<file path="src/rtl/lsu_rmw.sv">
// Load/store unit with read-modify-write merging for sub-word and misaligned
// stores. Accepts one RV32I-style access at a time and turns it into one or
// two full-word bus transactions. Misaligned accesses that cross a bus word
// are split into two words or rejected, depending on MISALIGN_EN.
module lsu_rmw #(
   parameter int ADDR_W      = 32,
   parameter int DATA_W      = 32,
   parameter int MISALIGN_EN = 1
) (
   input  logic              clk,
   input  logic              reset,
   input  logic              req_valid,
   output logic              req_ready,
   input  logic              req_we,
   input  logic [2:0]        req_funct3,
   input  logic [ADDR_W-1:0] req_addr,
   input  logic [31:0]       req_wdata,
   output logic              resp_valid,
   output logic [31:0]       resp_rdata,
   output logic              resp_err,
   output logic              bus_valid,
   input  logic              bus_ready,
   output logic              bus_we,
   output logic [ADDR_W-1:0] bus_addr,
   output logic [DATA_W-1:0] bus_wdata,
   input  logic [DATA_W-1:0] bus_rdata
);

   localparam int NB    = DATA_W / 8;
   localparam int OFF_W = $clog2(NB);
   localparam int WIN_W = 2 * DATA_W;
   localparam int WIN_B = 2 * NB;
   localparam logic [4:0] NB5 = 5'(NB);

   typedef enum logic [2:0] {IDLE, RD0, RD1, WR0, WR1, RESP} state_t;

   state_t state, state_nxt;

   logic [ADDR_W-1:0] addr_q;
   logic              we_q;
   logic [2:0]        funct3_q;
   logic [31:0]       wdata_q;
   logic              err_q;
   logic [DATA_W-1:0] word0_q;
   logic [DATA_W-1:0] word1_q;

   logic              accept;
   logic              req_cross;
   logic              req_err;
   logic              req_full;
   logic              cross_q;
   logic [OFF_W-1:0]  off_q;
   logic [OFF_W+2:0]  shamt;
   logic [ADDR_W-1:0] word0_addr;
   logic [ADDR_W-1:0] word1_addr;
   logic [WIN_W-1:0]  win;
   logic [WIN_B-1:0]  bmask;
   logic [WIN_W-1:0]  wmask;
   logic [WIN_W-1:0]  wshift;
   logic [WIN_W-1:0]  merged;
   logic [31:0]       raw;
   logic [31:0]       load_val;

   // Access size in bytes from the low funct3 bits (B=1, H=2, W=4)
   function automatic logic [4:0] size_of(input logic [2:0] f3);
      case (f3[1:0])
         2'b00:   size_of = 5'd1;
         2'b01:   size_of = 5'd2;
         default: size_of = 5'd4;
      endcase
   endfunction

   // Encodings that have no meaning for the given direction
   function automatic logic illegal_of(input logic we, input logic [2:0] f3);
      if (we)
         illegal_of = f3[2] | (f3[1:0] == 2'b11);
      else
         illegal_of = (f3 == 3'b011) | (f3 == 3'b110) | (f3 == 3'b111);
   endfunction

   // True when the access spills past the end of its bus word
   function automatic logic crosses(input logic [ADDR_W-1:0] a, input logic [2:0] f3);
      logic [4:0] off_ext;
      off_ext = 5'(a[OFF_W-1:0]);
      crosses = (off_ext + size_of(f3)) > NB5;
   endfunction

   assign accept    = req_valid & (state == IDLE);
   assign req_cross = crosses(req_addr, req_funct3);
   assign req_err   = illegal_of(req_we, req_funct3) | (req_cross & (MISALIGN_EN == 0));
   assign req_full  = (size_of(req_funct3) == NB5) && (req_addr[OFF_W-1:0] == '0);

   assign cross_q    = crosses(addr_q, funct3_q);
   assign off_q      = addr_q[OFF_W-1:0];
   assign shamt      = {off_q, 3'b000};
   assign word0_addr = {addr_q[ADDR_W-1:OFF_W], {OFF_W{1'b0}}};
   assign word1_addr = word0_addr + ADDR_W'(NB);
   assign win        = {word1_q, word0_q};

   // State register; reset abandons any transaction in flight
   always_ff @(posedge clk or posedge reset) begin
      if (reset)
         state <= IDLE;
      else
         state <= state_nxt;
   end

   // Next-state sequencing: optional reads, optional writes, then one response cycle
   always_comb begin
      state_nxt = state;
      case (state)
         IDLE: begin
            if (req_valid) begin
               if (req_err)
                  state_nxt = RESP;
               else if (req_we && req_full)
                  state_nxt = WR0;
               else
                  state_nxt = RD0;
            end
         end
         RD0: begin
            if (bus_ready) begin
               if (cross_q)
                  state_nxt = RD1;
               else if (we_q)
                  state_nxt = WR0;
               else
                  state_nxt = RESP;
            end
         end
         RD1: begin
            if (bus_ready) begin
               if (we_q)
                  state_nxt = WR0;
               else
                  state_nxt = RESP;
            end
         end
         WR0: begin
            if (bus_ready) begin
               if (cross_q)
                  state_nxt = WR1;
               else
                  state_nxt = RESP;
            end
         end
         WR1: begin
            if (bus_ready)
               state_nxt = RESP;
         end
         RESP:    state_nxt = IDLE;
         default: state_nxt = IDLE;
      endcase
   end

   // Request capture at accept and read-word capture on each completed read
   always_ff @(posedge clk or posedge reset) begin
      if (reset) begin
         addr_q   <= '0;
         we_q     <= 1'b0;
         funct3_q <= '0;
         wdata_q  <= '0;
         err_q    <= 1'b0;
         word0_q  <= '0;
         word1_q  <= '0;
      end else begin
         if (accept) begin
            addr_q   <= req_addr;
            we_q     <= req_we;
            funct3_q <= req_funct3;
            wdata_q  <= req_wdata;
            err_q    <= req_err;
            word0_q  <= '0;
            word1_q  <= '0;
         end
         if (state == RD0 && bus_ready)
            word0_q <= bus_rdata;
         if (state == RD1 && bus_ready)
            word1_q <= bus_rdata;
      end
   end

   // Byte-lane merge over the two-word window and load extraction/extension
   always_comb begin
      bmask = '0;
      wmask = '0;
      case (funct3_q[1:0])
         2'b00:   bmask = WIN_B'(4'b0001);
         2'b01:   bmask = WIN_B'(4'b0011);
         default: bmask = WIN_B'(4'b1111);
      endcase
      bmask = bmask << off_q;
      for (int i = 0; i < WIN_B; i++)
         wmask[i*8 +: 8] = {8{bmask[i]}};
      wshift = WIN_W'(wdata_q) << shamt;
      merged = (win & ~wmask) | (wshift & wmask);
      raw    = 32'(win >> shamt);
      case (funct3_q)
         3'b000:  load_val = {{24{raw[7]}}, raw[7:0]};
         3'b001:  load_val = {{16{raw[15]}}, raw[15:0]};
         3'b100:  load_val = {24'd0, raw[7:0]};
         3'b101:  load_val = {16'd0, raw[15:0]};
         default: load_val = raw;
      endcase
   end

   // Bus and response outputs decoded from state so reset clears them at once
   always_comb begin
      req_ready  = (state == IDLE);
      resp_valid = (state == RESP);
      resp_err   = 1'b0;
      resp_rdata = '0;
      bus_valid  = 1'b0;
      bus_we     = 1'b0;
      bus_addr   = '0;
      bus_wdata  = '0;
      case (state)
         RD0: begin
            bus_valid = 1'b1;
            bus_addr  = word0_addr;
         end
         RD1: begin
            bus_valid = 1'b1;
            bus_addr  = word1_addr;
         end
         WR0: begin
            bus_valid = 1'b1;
            bus_we    = 1'b1;
            bus_addr  = word0_addr;
            bus_wdata = merged[DATA_W-1:0];
         end
         WR1: begin
            bus_valid = 1'b1;
            bus_we    = 1'b1;
            bus_addr  = word1_addr;
            bus_wdata = merged[WIN_W-1:DATA_W];
         end
         RESP: begin
            resp_err = err_q;
            if (!we_q && !err_q)
               resp_rdata = load_val;
         end
         default: ;
      endcase
   end

endmodule

</file>
<file path="config.mk">
export PLATFORM = sky130hd
export DESIGN_NAME = lsu_rmw
export DESIGN_NICKNAME = d
export VERILOG_FILES = /design/src/rtl/lsu_rmw.sv
export SDC_FILE = /design/constraint.sdc
export NUM_CORES = 1
export LEC_CHECK = 0
export CAP_MARGIN = 20
export CORE_MARGIN = 1
export CORE_UTILIZATION = 35
export DETAILED_ROUTE_END_ITERATION = 6
export PLACE_DENSITY = 0.59
export SLEW_MARGIN = 20
export SYNTH_ARGS = -nofsm -noshare
export SYNTH_HDL_FRONTEND = slang
export SYNTH_SLANG_ARGS = --single-unit
export TNS_END_PERCENT = 20
</file>
<file path="constraint.sdc">
create_clock -name clk -period 10.2 [get_ports clk]
set_input_delay 2.04 -clock clk [delete_from_list [all_inputs] [get_ports clk]]
set_output_delay 2.04 -clock clk [all_outputs]
set_load 0.02 [all_outputs]
</file>
* Yosys cells after proc, flatten, opt, wreduce, memory -nomap -nowiden
Cells that the tools add are included.
Widths: inputs -> output; s select.
** Word-level totals
- Register bits after elaboration :: 136
- Bits of input ports :: 104
- Output and inout bits :: 101
- Logic and storage cells :: 87
** Cells by class
- Add/subtract/negate cells :: 2
- $lt $le $gt $ge :: 1
- Eq/ne operators :: 20
- Shift-type cells :: 3
- Mux-type cells :: 26
- Bitwise operators :: 8
- Reductions and logical operators :: 19
** Operators by type and width (count)
- $mux 32 :: 5
- $and 64x64->64 :: 2
- $pmux 32 s2 :: 2
- $pmux 32 s4 :: 1
- $not 64->64 :: 1
- $or 64x64->64 :: 1
- $shl 32x5->64 :: 1
- $shr 64x5->32 :: 1
- $add 32x3->32 const B :: 1
- $mux 3 :: 8
- $eq 3x3->1 const B :: 6
- $pmux 3 s5 :: 1
- $pmux 3 s2 :: 2
- $ne 2x2->1 const B :: 5
- $eq 3x2->1 const B :: 3
- $pmux 4 s2 :: 1
- $shl 8x2->8 :: 1
- $eq 3x1->1 const B :: 2
- $logic_not 2->1 :: 3
- $logic_not 3->1 :: 2
- $reduce_or 2->1 :: 3
- $add 2x5->5 :: 1
- $eq 5x3->1 const B :: 1
- $gt 5x3->1 const B :: 1
- other kinds (11) :: 24

* Longest topological paths before layout
- Word-level depth :: 9
- Mapped depth :: 11
- Gate-level depth less buffers :: 8

* Worst setup path after synthesis
OpenSTA, ideal clock, no wires.
- Path type :: register to output
- Start point :: register funct3_q[1]
- End point :: output port bus_wdata[10]
- Arrival :: 2.349 ns
- Data required time :: 8.160 ns
- Path slack :: 5.811 ns
- Cell stages (with the launch flop) :: 11
- Buffers on the path :: 4
- Path through :: dfrtp_1 > clkbuf_1 > or2_2 > clkbuf_1 > inv_1 > ha_1 > clkbuf_1 > nor2_1 > clkbuf_1 > o21ai_0 > o22ai_1
** Between the ends
- Longest elaborated chain between the ends :: 7
- Elaborated cells on any way between the ends :: 9
- Those cells by class :: eq/ne: 1; shift: 1; mux: 2; bitwise: 4; reduce/logical: 1
** Ends and longest elaborated chain
- start, declared :: RTL line 41 : logic [2:0] funct3_q;
- start signal, assigned :: RTL line 171 : funct3_q <= req_funct3;
- $eq 2x1->1 / $logic_not 2->1 (equally long branches) :: RTL line 188 : case (funct3_q[1:0])
- $pmux 4 s2 * :: RTL line 188
- $shl 8x2->8 * :: RTL line 193 : bmask = bmask << off_q;
- $not 64->64 :: RTL line 197 : merged = (win & ~wmask) | (wshift & wmask);
- $and 64x64->64 :: RTL line 197
- $or 64x64->64 * :: RTL line 197
- $pmux 32 s2 * :: RTL line 218 : case (state)
- end, declared :: RTL line 25 : output logic [DATA_W-1:0] bus_wdata,
Mark *: on every way between the ends. The rest lies on a longest branch, timed or not.

* Worst setup path in the final report
- Start point :: register addr_q[0]
- End point :: output port bus_wdata[14]
** Between the ends
- Longest elaborated chain between the ends :: 5
- Elaborated cells on any way between the ends :: 7
- Those cells by class :: shift: 2; mux: 1; bitwise: 4
** Ends and longest elaborated chain
- start, declared :: RTL line 39 : logic [ADDR_W-1:0] addr_q;
- start signal, assigned :: RTL line 169 : addr_q <= req_addr;
- branches (longest 3 deep; another with $shl 32x5->64)
- $or 64x64->64 * :: RTL line 197
- $pmux 32 s2 * :: RTL line 218
Every way passes the cells marked *.

==> impl_metrics.toml <==
[run_status]
outcome = "finished, final reports clean"

[global_route]
grt_max_degree = 84
grt_usage_pct = 23.8
globalRouteOverflowTotal = 0
grt.busiest_layer = "met2"
antenna_found_initial = 0
use_met3_pct = 4.25
grt_pass1_vias = 8243
gr-usage-met2_pct = 37.9
grt_pass1_wl_mm = 47.9
use_met1_pct = 31.8

[synth]
synth_cells = 1040
synthTopCellsByArea = "dfrtp_1, mux2_2, mux2i_1, nand2_1, o21ai_0"
synthFlopType = "dfrtp_1"
avgSynthCellArea_um2 = 8.68
synthArstFlopShare_pct = 100
synth_top_area_share_pct = 37.7
synth-seq-cells = 136
syn_area_um2 = 9030
yosysUniqueCellTypes = 64
synth_common_cells = "nand2_1, dfrtp_1, o21ai_0, mux2i_1, mux2_2"
synth_area_leader_cell = "dfrtp_1"
ys_warn_count = 0
yosysSeqAreaShare_pct = 37.7
yosysMostFrequentCell = "nand2_1"
synth_edf_count = 0

[sta]
fin_crit_sh_pct = 60.9
relSlewSlack_pct = 22.8
finalSetupTns_ns = 0
slew_viol_final = 0
worst_slew_pin_slew_ns = 1.16
fin_worst_skew_ns = 0.0117
hold_violations = 0
finalSetupViolCount = 0
fmax_mhz = 161
rsz0062_at_grt = "no"
finalCriticalPeriod_ns = 6.21

[setup_path]
required_ns = 8.16
endpoint_kind = "output port"
max_stage_delay_ns = 0.76
critPathLaunchType = "register"
critPathMaxFanout = 81
critical_path_arrival_ns = 4.17
cp_top_family = "buffers and inverters"
setup.worst_path.start = "addr_q[0]"
cp_slowest_cell = "nor2_1"
crit_type = "register to output port"
cp_num_buf_inv = 3
crit_chain = "buf_4, inv_2, ha_1, nor2_1, o21ai_0, o22ai_1, clkdlybuf4s50_1"
r2r-start = "state[0]"

[cells_and_area]
drive_above_1_share_pct = 12.1
area_delta_synth_final_pct = 31.4
fin_nets = 1292
finalNonFillerCells = 1525
diodes = 0
fin_area_um2 = 11900

[drt]
firstDrtPassIters = 7
antenna_left = 0
totalWireLength_mm = 31.3
drt_iter0_drc = 660
wl_per_cell_um = 20.5
drcViolationCount = 0
dr_total_vias = 8537
vias_per_cell = 5.60

[power_and_ir_drop]
powerDensity_nw_per_um2 = 341
peakVddDrop_mv = 0.157
leakagePower_nw = 4.77

[placed_design]
hpwl_mm = 22.3
portBuffers = 202
gp_congestion = 0.951
placed_cell_area_um2 = 11200
dp_cells = 1494

[hold_path]
hp-class = "register to register"
holdCritStartpoint = "err_q"

[clock_network]
clkTransAtPathRegs_ns = 0.06
clk_latency_ns = 0.43
tritoncts = "yes"
clock_path_buffers = 2
cts_buffers = 17
cts-htree-levels = 4
post-cts-setup-buffers = 0
cts-root-buf = "clkbuf_16"
cts.hold.buffers_added = 0
cts_num_sinks = 136
cts_resized = 0

[die]
core_area_um2 = 25300
ios = 205
row_count = 58
dieWidth_um = 163
dieArea_um2 = 26500
start_util_pct = 35.8
die_y_um = 163

[run]
cap_violations = 0
-- where the power goes --
group / total (W) / internal (W) / switching, W / leakage [nW]
clock network: 0.000718 / 0.000461 / 0.000257 / 0.328
logic: 0.00218 / 0.000950 / 0.00123 / 2.74
registers: 0.00115 / 0.000796 / 0.000355 / 1.70
total: 0.00405 / 0.00221 / 0.00184 / 4.77
-- worst min-delay path: stages, from the launching register on --
cell and delay, ns:
dfrtp_1 0.38, nand2_1 0.06, o31ai_1 0.06
-- worst paths after layout --
path / slack, ns / cells after the start / to
min in group asynchronous: 2.07 / 2 / word0_q[8]
worst min-delay path: 0.53 / 2 / err_q
worst max-delay path: 3.99 / 7 / bus_wdata[14]
worst max register to register: 7.05 / 4 / wdata_q[31]
max in group asynchronous: 6.67 / 3 / word0_q[30]
worst min register to register: 0.53 / 2 / err_q
-- registers in the layout, indices dropped and copies added (netlist names) --
| signal | cells |
|---|---|
| wdata_q | 32 |
| word1_q | 32 |
| funct3_q | 3 |
| err_q | 1 |
| we_q | 1 |
| word0_q | 32 |
| addr_q | 32 |
| state | 3 |
-- metal layers --
metal  wire length [um]  share of wire (%)  vias to the layer above
li1                   -                  -                     4019
met5                  0                  0                        -
met3               2070                6.6                       55
met4               1150                3.7                        0
met2              14400                 46                      380
met1              13600                 44                     4083
-- layout make-up --
class / instances / area, um^2
tap: 330 / 413
clock buffer: 17 / 425
fill: 2453 / 13400
inverter: 13 / 53.8
timing repair buffer: 212 / 2100
multi-input combinational: 803 / 5230
clock inverter: 14 / 243
sequential: 136 / 3410
-- cells in the final DEF (no fill, tap or decap), drive strengths merged, types with 9 or more instances in the layout --
master         count
clkdlybuf4s50    202
nor3              10
o211ai             9
a211oi            18
a21oi             41
nand2            192
mux2i             86
buf               10
nor2b             15
nor2              52
nand3             30
o22ai             19
dfrtp            136
clkbuf            17
o21ai            121
mux2              85
inv               17
-- cells by family after synthesis --
group	after synthesis	synth area share (%)
AND/OR/NAND/NOR	352	17.8
AO/OA/AOI/OAI	267	18.0
multiplexers	173	20.6
flip-flops	136	37.7
buffers and inverters	102	4.67
adder cells (fa/ha/maj)	5	0.776
XOR/XNOR	4	0.388
other	1	0.0415
-- stage by stage --
step	util [%]	setup WS, ns	total power, W	hold slack, ns
floorplan	-	4.52	0.00253	0.463
global placement	44.3	4.56	0.00330	0.516
detailed placement	44.3	4.51	0.00331	0.507
CTS	47.0	4.05	0.00404	0.523
global route	47.0	3.66	0.00430	0.558
finish	47.0	3.99	0.00405	0.527
Power figures use the tool's default switching activity.
